[config.mk]
export PLATFORM = sky130hd
export DESIGN_NAME = instr_scheduler
export DESIGN_NICKNAME = d
export VERILOG_FILES = /design/src/rtl/instr_scheduler_pkg.sv /design/src/rtl/instr_scheduler_fifo.sv /design/src/rtl/instr_scheduler.sv
export SDC_FILE = /design/constraint.sdc
export NUM_CORES = 1
export LEC_CHECK = 0
export ABC_AREA = 1
export CORE_UTILIZATION = 30
export DETAILED_ROUTE_END_ITERATION = 8
export PLACE_DENSITY = 0.47
export SKIP_CTS_REPAIR_TIMING = 1
export SLEW_MARGIN = 10
export SYNTH_ARGS = -nofsm -noshare
export SYNTH_HDL_FRONTEND = slang
export SYNTH_HIERARCHICAL = 1
export SYNTH_SLANG_ARGS = --single-unit
[constraint.sdc]
create_clock -name clk -period 3.6 [get_ports clk]
set_input_delay 0.54 -clock clk [delete_from_list [all_inputs] [get_ports clk]]
set_output_delay 0.54 -clock clk [all_outputs]
set_load 0.1 [all_outputs]
[src/rtl/instr_scheduler_pkg.sv]
// Shared definitions for the matrix coprocessor instruction scheduler:
// opcode values, opcode field position, sequencer state encoding and opcode classifiers.
package instr_scheduler_pkg;

    localparam int OPC_MSB = 3;
    localparam int OPC_LSB = 0;

    localparam logic [3:0] OPC_READ  = 4'd1;
    localparam logic [3:0] OPC_WRITE = 4'd2;
    localparam logic [3:0] OPC_SUM   = 4'd3;
    localparam logic [3:0] OPC_SUB   = 4'd4;
    localparam logic [3:0] OPC_MUL   = 4'd5;
    localparam logic [3:0] OPC_TRANS = 4'd6;
    localparam logic [3:0] OPC_SCALE = 4'd7;
    localparam logic [3:0] OPC_DOT   = 4'd8;
    localparam logic [3:0] OPC_DET2  = 4'd9;
    localparam logic [3:0] OPC_DET3  = 4'd10;
    localparam logic [3:0] OPC_DET4  = 4'd11;
    localparam logic [3:0] OPC_DET5  = 4'd12;

    typedef enum logic [1:0] {
        ST_IDLE    = 2'b00,
        ST_ISSUE   = 2'b01,
        ST_WAIT    = 2'b10,
        ST_CAPTURE = 2'b11
    } state_t;

    function automatic logic opc_legal(input logic [3:0] opc);
        return (opc >= OPC_READ) && (opc <= OPC_DET5);
    endfunction

    function automatic logic opc_arith(input logic [3:0] opc);
        return (opc >= OPC_SUM) && (opc <= OPC_DET5);
    endfunction

endpackage

[src/rtl/instr_scheduler_fifo.sv]
// Instruction FIFO: power-of-two depth, wrapping pointers, occupancy count,
// head word visible combinationally so the sequencer can pop and latch it in one cycle.
module instr_fifo #(
    parameter int DEPTH = 8,
    parameter int AW    = 3,
    parameter int W     = 32
) (
    input  logic          clk,
    input  logic          rst_n,
    input  logic          push,
    input  logic [W-1:0]  wr_data,
    input  logic          pop,
    output logic [W-1:0]  rd_data,
    output logic [AW:0]   count,
    output logic          full,
    output logic          empty
);

    localparam int CW = AW + 1;

    logic [W-1:0]  mem_reg [DEPTH];
    logic [AW-1:0] wr_ptr_reg;
    logic [AW-1:0] rd_ptr_reg;
    logic [CW-1:0] count_reg;
    logic [CW-1:0] count_next;
    logic          push_ok;
    logic          pop_ok;

    assign full    = (count_reg == CW'(DEPTH));
    assign empty   = (count_reg == '0);
    assign push_ok = push && !full;
    assign pop_ok  = pop && !empty;
    assign rd_data = mem_reg[rd_ptr_reg];
    assign count   = count_reg;

    always_comb begin
        count_next = count_reg;
        case ({push_ok, pop_ok})
            2'b10:   count_next = count_reg + CW'(1);
            2'b01:   count_next = count_reg - CW'(1);
            default: count_next = count_reg;
        endcase
    end

    // Storage is not reset: only entries covered by count are ever read out.
    always_ff @(posedge clk) begin
        if (push_ok) begin
            mem_reg[wr_ptr_reg] <= wr_data;
        end
    end

    always_ff @(posedge clk) begin
        if (!rst_n) begin
            wr_ptr_reg <= '0;
            rd_ptr_reg <= '0;
            count_reg  <= '0;
        end else begin
            count_reg <= count_next;
            if (push_ok) begin
                wr_ptr_reg <= wr_ptr_reg + AW'(1);
            end
            if (pop_ok) begin
                rd_ptr_reg <= rd_ptr_reg + AW'(1);
            end
        end
    end

endmodule

[src/rtl/instr_scheduler.sv]
// Instruction queue and sequencer for the matrix coprocessor: issues queued words one at a time,
// waits for completion under a watchdog, and captures read data / overflow for the host.
module instr_scheduler
    import instr_scheduler_pkg::*;
#(
    parameter int DEPTH   = 8,
    parameter int AW      = 3,
    parameter int TIMEOUT = 4096
) (
    input  logic        clk,
    input  logic        rst_n,
    input  logic [31:0] host_instr,
    input  logic        host_valid,
    output logic        host_ready,
    output logic [31:0] core_instr,
    output logic        core_activate,
    input  logic        core_done,
    input  logic [15:0] core_data,
    input  logic        core_ovf,
    output logic [15:0] res_data,
    output logic        res_ovf,
    output logic        res_valid,
    output logic        busy,
    output logic [AW:0] fifo_count,
    output logic        err_illegal,
    output logic        err_timeout,
    input  logic        err_clr
);

    localparam int WDW = $clog2(TIMEOUT) + 1;
    localparam logic [WDW-1:0] WD_LAST = WDW'(TIMEOUT - 1);
    localparam logic [WDW-1:0] WD_MAX  = '1;

    state_t        state_reg;
    state_t        state_next;
    logic [WDW-1:0] wd_reg;
    logic [31:0]   core_instr_reg;
    logic [15:0]   res_data_reg;
    logic          res_ovf_reg;
    logic          err_illegal_reg;
    logic          err_timeout_reg;

    logic [31:0]   fifo_rd_data;
    logic          fifo_full;
    logic          fifo_empty;
    logic          fifo_pop;
    logic          set_illegal;
    logic          set_timeout;
    logic          do_capture;
    logic [3:0]    head_opc;
    logic [3:0]    cur_opc;

    instr_fifo #(
        .DEPTH (DEPTH),
        .AW    (AW),
        .W     (32)
    ) u_fifo (
        .clk     (clk),
        .rst_n   (rst_n),
        .push    (host_valid),
        .wr_data (host_instr),
        .pop     (fifo_pop),
        .rd_data (fifo_rd_data),
        .count   (fifo_count),
        .full    (fifo_full),
        .empty   (fifo_empty)
    );

    assign head_opc = fifo_rd_data[OPC_MSB:OPC_LSB];
    assign cur_opc  = core_instr_reg[OPC_MSB:OPC_LSB];

    always_comb begin
        state_next  = state_reg;
        fifo_pop    = 1'b0;
        set_illegal = 1'b0;
        set_timeout = 1'b0;
        do_capture  = 1'b0;
        case (state_reg)
            ST_IDLE: begin
                if (!fifo_empty) begin
                    fifo_pop = 1'b1;
                    if (opc_legal(head_opc)) begin
                        state_next = ST_ISSUE;
                    end else begin
                        set_illegal = 1'b1;
                    end
                end
            end
            ST_ISSUE: state_next = ST_WAIT;
            ST_WAIT: begin
                if (core_done) begin
                    do_capture = 1'b1;
                    state_next = ST_CAPTURE;
                end else if (wd_reg == WD_LAST) begin
                    set_timeout = 1'b1;
                    state_next  = ST_IDLE;
                end
            end
            ST_CAPTURE: state_next = ST_IDLE;
            default:    state_next = ST_IDLE;
        endcase
    end

    // Result registers sample on the core_done edge, when core_data/core_ovf are paired with
    // the done pulse, so they already hold the new values while res_valid is high in CAPTURE.
    always_ff @(posedge clk) begin
        if (!rst_n) begin
            state_reg       <= ST_IDLE;
            wd_reg          <= '0;
            core_instr_reg  <= '0;
            res_data_reg    <= '0;
            res_ovf_reg     <= 1'b0;
            err_illegal_reg <= 1'b0;
            err_timeout_reg <= 1'b0;
        end else begin
            state_reg <= state_next;
            if (fifo_pop) begin
                core_instr_reg <= fifo_rd_data;
            end
            if (state_reg == ST_ISSUE) begin
                wd_reg <= '0;
            end else if (state_reg == ST_WAIT && wd_reg != WD_MAX) begin
                wd_reg <= wd_reg + WDW'(1);
            end
            if (do_capture) begin
                if (cur_opc == OPC_READ) begin
                    res_data_reg <= core_data;
                end
                if (opc_arith(cur_opc)) begin
                    res_ovf_reg <= core_ovf;
                end
            end
            // A new error in the same cycle as err_clr keeps the flag set.
            if (set_illegal) begin
                err_illegal_reg <= 1'b1;
            end else if (err_clr) begin
                err_illegal_reg <= 1'b0;
            end
            if (set_timeout) begin
                err_timeout_reg <= 1'b1;
            end else if (err_clr) begin
                err_timeout_reg <= 1'b0;
            end
        end
    end

    assign host_ready    = !fifo_full;
    assign core_instr    = core_instr_reg;
    assign core_activate = (state_reg == ST_ISSUE);
    assign res_valid     = (state_reg == ST_CAPTURE);
    assign res_data      = res_data_reg;
    assign res_ovf       = res_ovf_reg;
    assign busy          = (state_reg != ST_IDLE) || !fifo_empty;
    assign err_illegal   = err_illegal_reg;
    assign err_timeout   = err_timeout_reg;

endmodule

After elaboration in Yosys (flattened, before gate mapping)

Memory sizes are Yosys's and may differ from the RTL's. A register that Yosys moved wholly into a read port is not among the register bits.
Cells that the tools add are included.

Add/sub/neg operators: 5
Order comparisons: 4
Equality and inequality tests: 12
Muxes and demuxes: 23
Bitwise operators: 1
Reductions and logical operators: 18

Operators by type and width:

| kind                                                   | number |
|---|---|
| 2-to-1 mux 1 bit                                       | 15 |
| adder 13 x 1 -> 13 bit (second input constant)         | 1 |
| == test 13 x 12 -> 1 bit (second input constant)       | 1 |
| != test 13 bit (second input constant)                 | 1 |
| less-or-equal comparator 4 bit (second input constant) | 2 |
| 2-to-1 mux 2 bit                                       | 4 |
| case mux 2 bit (4 select lines)                        | 1 |
| case mux 4 bit (2 select lines)                        | 1 |
| nonzero test 2 bit                                     | 4 |
| adder 3 x 1 -> 3 bit (second input constant)           | 2 |
| == test 2 bit (second input constant)                  | 3 |
| 2-to-1 mux 3 bit                                       | 2 |
| logical AND 1 bit                                      | 5 |
| adder 4 x 1 -> 4 bit (second input constant)           | 1 |
| == test 2 x 1 -> 1 bit (second input constant)         | 2 |
| == test 4 x 1 -> 1 bit (second input constant)         | 1 |
| == test 4 bit (second input constant)                  | 1 |
| >= comparator 4 x 1 -> 1 bit (second input constant)   | 1 |
| >= comparator 4 x 2 -> 1 bit (second input constant)   | 1 |
| zero test 4 bit                                        | 1 |
| != test 2 bit (second input constant)                  | 2 |
| AND reduction 2 bit                                    | 2 |
| subtractor 4 x 1 -> 4 bit (second input constant)      | 1 |
| != test 3 bit (second input constant)                  | 1 |
| 6 further kinds                                        | 7 |

Bits in registers: 76
Memory bits (writable): 256
Input port bits: 54
Memories: 1

Memory list:

| name           | words | bits a word | rd ports | clocked after memory_dff | write ports | line                       | source |
|---|---|---|---|---|---|---|---|
| u_fifo.mem_reg | 8     | 32          | 1        | 1                        | 1           | instr_scheduler_fifo.sv:21 | `logic [W-1:0] mem_reg [DEPTH];` |

Logic depth before layout (Yosys ltp)

Word-level depth: 6
Depth in mapped cells: 17
Depth with buffers taken out: 16

Cells and area by module

The synthesis kept the hierarchy.

Modules (own cells, without submodules):

| module          | times used | cells each | area an instance (um^2) |
|---|---|---|---|
| instr_fifo      | 1          | 815        | 10,636.5 |
| instr_scheduler | 1          | 381        | 2,802.7 |

Worst setup path after synthesis

No wires, ideal clock.

Path kind: reg-to-reg
From: register u_fifo.count_reg[2] (netlist: u_fifo/count[2])
To: memory u_fifo.mem_reg[1][0] (enable)
Setup time: 0.421 ns
Data arrival time: 3.037 ns
Setup slack: 0.142 ns
Cell stages (with the launch flop): 7
Buffers on the path: 0
Period minus slack after synthesis: 3.458 ns
Path through: dfxtp_1 > inv_1 > nand3_1 > nand2_1 > nor2_1 > inv_1 > nor2_1

Cells in the longest elaborated chain, start to end: 5

RTL lines:

| element                                | line                       | source |
|---|---|---|
| start, declared                        | instr_scheduler_fifo.sv:24 | `logic [CW-1:0] count_reg;` |
| start signal, assigned                 | instr_scheduler_fifo.sv:58 | `count_reg <= count_next;` |
| == test 4 bit                          | instr_scheduler_fifo.sv:29 | `assign full = (count_reg == CW'(DEPTH));` |
| zero test 1 bit                        | instr_scheduler_fifo.sv:31 | `assign push_ok = push && !full;` |
| logical AND 1 bit                      | instr_scheduler_fifo.sv:31 |  |
| 2-to-1 mux 1 bit                       | instr_scheduler_fifo.sv:47 | `if (push_ok) begin` |
| 2-to-1 mux 1 bit (implied by the code) | instr_scheduler_fifo.sv:48 | `mem_reg[wr_ptr_reg] <= wr_data;` |
| end, declared                          | instr_scheduler_fifo.sv:21 |  |

Every way passes these cells.

Worst setup path in the final report

From: register state_reg[0]
To: output port core_activate

Cells in the longest elaborated chain, start to end: 1

RTL lines:

| element                | line                   | source |
|---|---|---|
| start, declared        | instr_scheduler.sv:34  | `state_t state_reg;` |
| start signal, assigned | instr_scheduler.sv:116 | `state_reg <= state_next;` |
| == test 2 x 1 -> 1 bit | instr_scheduler.sv:149 | `assign core_activate = (state_reg == ST_ISSUE);` |
| end, declared          | instr_scheduler.sv:16  | `output logic core_activate,` |

Every way passes these cells.

==> run_results.csv <==
group,metric,value,unit
status,run_status,"finished clean",
final_layout,largest_register_ffs,256,
cts,cts_tree,"built",
drt,ant_nets,0,
die,start_util,0.3039,
drt,drt-vias-per-instance,4.573,
cts,max-clock-path-buffers,3,
place,dp_hpwl,19.00,mm
logic_synthesis,avgSynthCellArea,11.24,µm²
drt,post_drt_wl_per_cell,17.05,µm
sta,tns,0,ns
sta,setup_viol,0,
die,die_area,45650,µm²
worst_setup_path,worstPathArrival,2.28,ns
place,place.gp.congestion,0.7325,
cts,cts_root_buffer,"clkbuf_16",
final_layout,final_nets,1365,
sta,rsz0062_at_grt,"no",
final_layout,drive_gt1_frac,0.08702,
global_routing,grt_max_degree,129,
sta,finalMaxSlewViolations,0,
logic_synthesis,seq_area_frac_synth,0.6897,
global_routing,grt_pass1_wl,49.97,mm
sta,post-route-min-period,2.823,ns
sta,finalCritPeriodShare,0.7841,
die,dieWidth,213.7,µm
worst_setup_path,slowest_stage,"clkdlybuf4s50_1",
final_layout,multi_input_area,3636,µm²
sta,clock_skew,0.01718,ns
logic_synthesis,ys_warn_count,6,
worst_setup_path,cp_top_family,"buffers and inverters",
worst_setup_path,worstPathRequired,3.06,ns
place,numPortBuffers,112,
cts,cts_num_sinks,335,
cts,clk_latency,0.55,ns
die,die_h,213.7,µm
die,coreArea,44220,µm²
global_routing,overflow,0,
final_layout,antenna_cells,0,
place,place_ws,0.9872,ns
worst_setup_path,path_class,"flip-flop to primary output",
power,p_per_area,774.3,nW/µm²
place,place_area,15160,µm²
worst_setup_path,cp_max_fo,3,
global_routing,antenna_found_initial,0,
final_layout,fillers,4334,
sta,worstMarginPinSlew,1.026,ns
cts,clk_pin_slew_worst_paths,0.06,ns
final_layout,final_cell_mix,"edfxtp_1, nor2_1, nand2_1, o21ai_0, clkdlybuf4s50_1",
drt,drt_first_iter_violations,586,
cts,ctsHtreeMaxLevel,2,
min_path,holdCritPathClass,"input pin to flip-flop",
die,ios,113,
final_layout,area_delta_synth_final,21.81,%
cts,cts_buffers,37,
logic_synthesis,synth_seq_cells,335,
logic_synthesis,synthDistinctLibCells,35,
power,ir_drop,529.2,µV
drt,drtPass1Iterations,6,
worst_setup_path,path_buf_inv,2,
global_routing,grtUsageTotal,0.1442,
final_layout,design_area,16370,µm²
global_routing,grt_pass1_vias,8547,
sta,finalHoldViolCount,0,
final_layout,ff_latch_area,9276,µm²
sta,fmax,0.3543,GHz
job,maxCapViolCount,0,
sta,relSlewSlack,0.3137,
logic_synthesis,synth.cell_area,13440,µm²
drt,dr_total_vias,8803,
power,power.leakage,5.630,nW
logic_synthesis,synth_nets,1256,
sta,worst_slack,0.7774,ns
die,rows,77,
logic_synthesis,syn_inst,1196,
worst_setup_path,end_kind,"primary output",
worst_setup_path,crit_chain,"inv_1, nor2_1, clkdlybuf4s50_1",
worst_setup_path,crit_path_start_kind,"flip-flop",
drt,drc,0,
final_layout,layout_commonest_cell,"edfxtp_1",
worst_setup_path,worst_path_largest_cell_delay,1.17,ns
drt,routed_wl,32.82,mm
[metrics by stage]
stage,instances,hold WS [ns],util,power (mW)
floorplan,1196,0.4476,-,7.977
global placement,1858,0.4303,0.3429,9.050
detailed placement,1858,0.4369,0.3429,9.054
CTS,1925,0.3697,0.3702,12.88
global route,1925,0.4092,0.3702,13.39
finish,1925,0.3986,0.3702,12.68
[cell type report]
cell class | instances | area share
Multi-Input combinational cell | 739 | 0.2221
Sequential cell | 335 | 0.5666
Clock inverter | 14 | 0.009095
Timing Repair Buffer | 131 | 0.07811
Inverter | 61 | 0.01414
Clock buffer | 53 | 0.06466
Tap cell | 592 | 0.04525
[per-layer routing]
layer	GRT usage	vias to the layer above	routed length, µm
li1	-	4371	-
met1	0.1949	4192	15600
met2	0.2319	185	14940
met3	0.03017	55	1576
met4	0.04384	0	704
met5	0	-	0
[kinds of logic after synthesis]
kind of cell,share of synthesized area
adders and majority gates,0.005586
xor gates and xnor gates,0.003911
buffers and inverters,0.04422
muxes,0.02383
DFF,0.6897
AOI/OAI and AO/OA,0.1037
and+or+nand+nor,0.1290
[tightest hold or removal path: stages]
cell	delay, ns
buf_2	0.20
o21ai_0	0.11
a21oi_1	0.04
[where the power goes]
group          leakage (nW)  switching (mW)  total [mW]  internal [mW]
registers              2.97           0.199        4.72           4.52
logic                  2.07            3.12        4.20           1.08
clock network         0.588            1.55        3.76           2.21
[path summary, 6_finish.rpt]
| path | start | end | slack [ns] | cells after the start |
|---|---|---|---|---|
| setup / recovery | state_reg[0]$_SDFFE_PN0P_ | core_activate | 0.78 | 3 |
| hold / removal | rst_n | res_data[9]$_SDFFE_PN0P_ | 0.40 | 3 |
| hold reg to reg | res_data[9]$_SDFFE_PN0P_ | res_data[9]$_SDFFE_PN0P_ | 0.44 | 2 |
| setup reg to reg | u_fifo/count[0]$_SDFFE_PN0P_ | u_fifo/count[2]$_SDFFE_PN0P_ | 1.04 | 15 |
[cell usage after synthesis]
master	instances	area, µm²
a21oi_1	31	155.2
a21oi_2	10	87.58
and3_1	1	6.260
buf_1	4	15.01
buf_12	3	60.06
buf_2	17	85.08
buf_4	8	60.06
buf_6	2	22.52
buf_8	1	15.01
clkbuf_1	20	75.07
clkbuf_2	6	30.03
clkinv_2	2	10.01
dfxtp_1	79	1582
edfxtp_1	256	7687
ha_1	6	75.07
inv_1	56	210.2
inv_2	3	11.26
mux2i_1	32	320.3
nand2_1	162	608.1
nand2_2	8	50.05
nand2_4	2	22.52
nand3_1	18	90.09
nand3_2	1	10.01
nand3b_1	3	22.52
nand4_1	4	25.02
nor2_1	227	852.1
nor2_2	2	12.51
nor2_4	2	22.52
nor3_1	1	5.000
nor3b_1	1	7.510
o21ai_0	162	810.8
o21ai_1	28	140.1
o22ai_1	32	200.2
xnor2_1	3	26.28
xor2_1	3	26.28
Note: power is estimated with default switching activity, not from simulation.
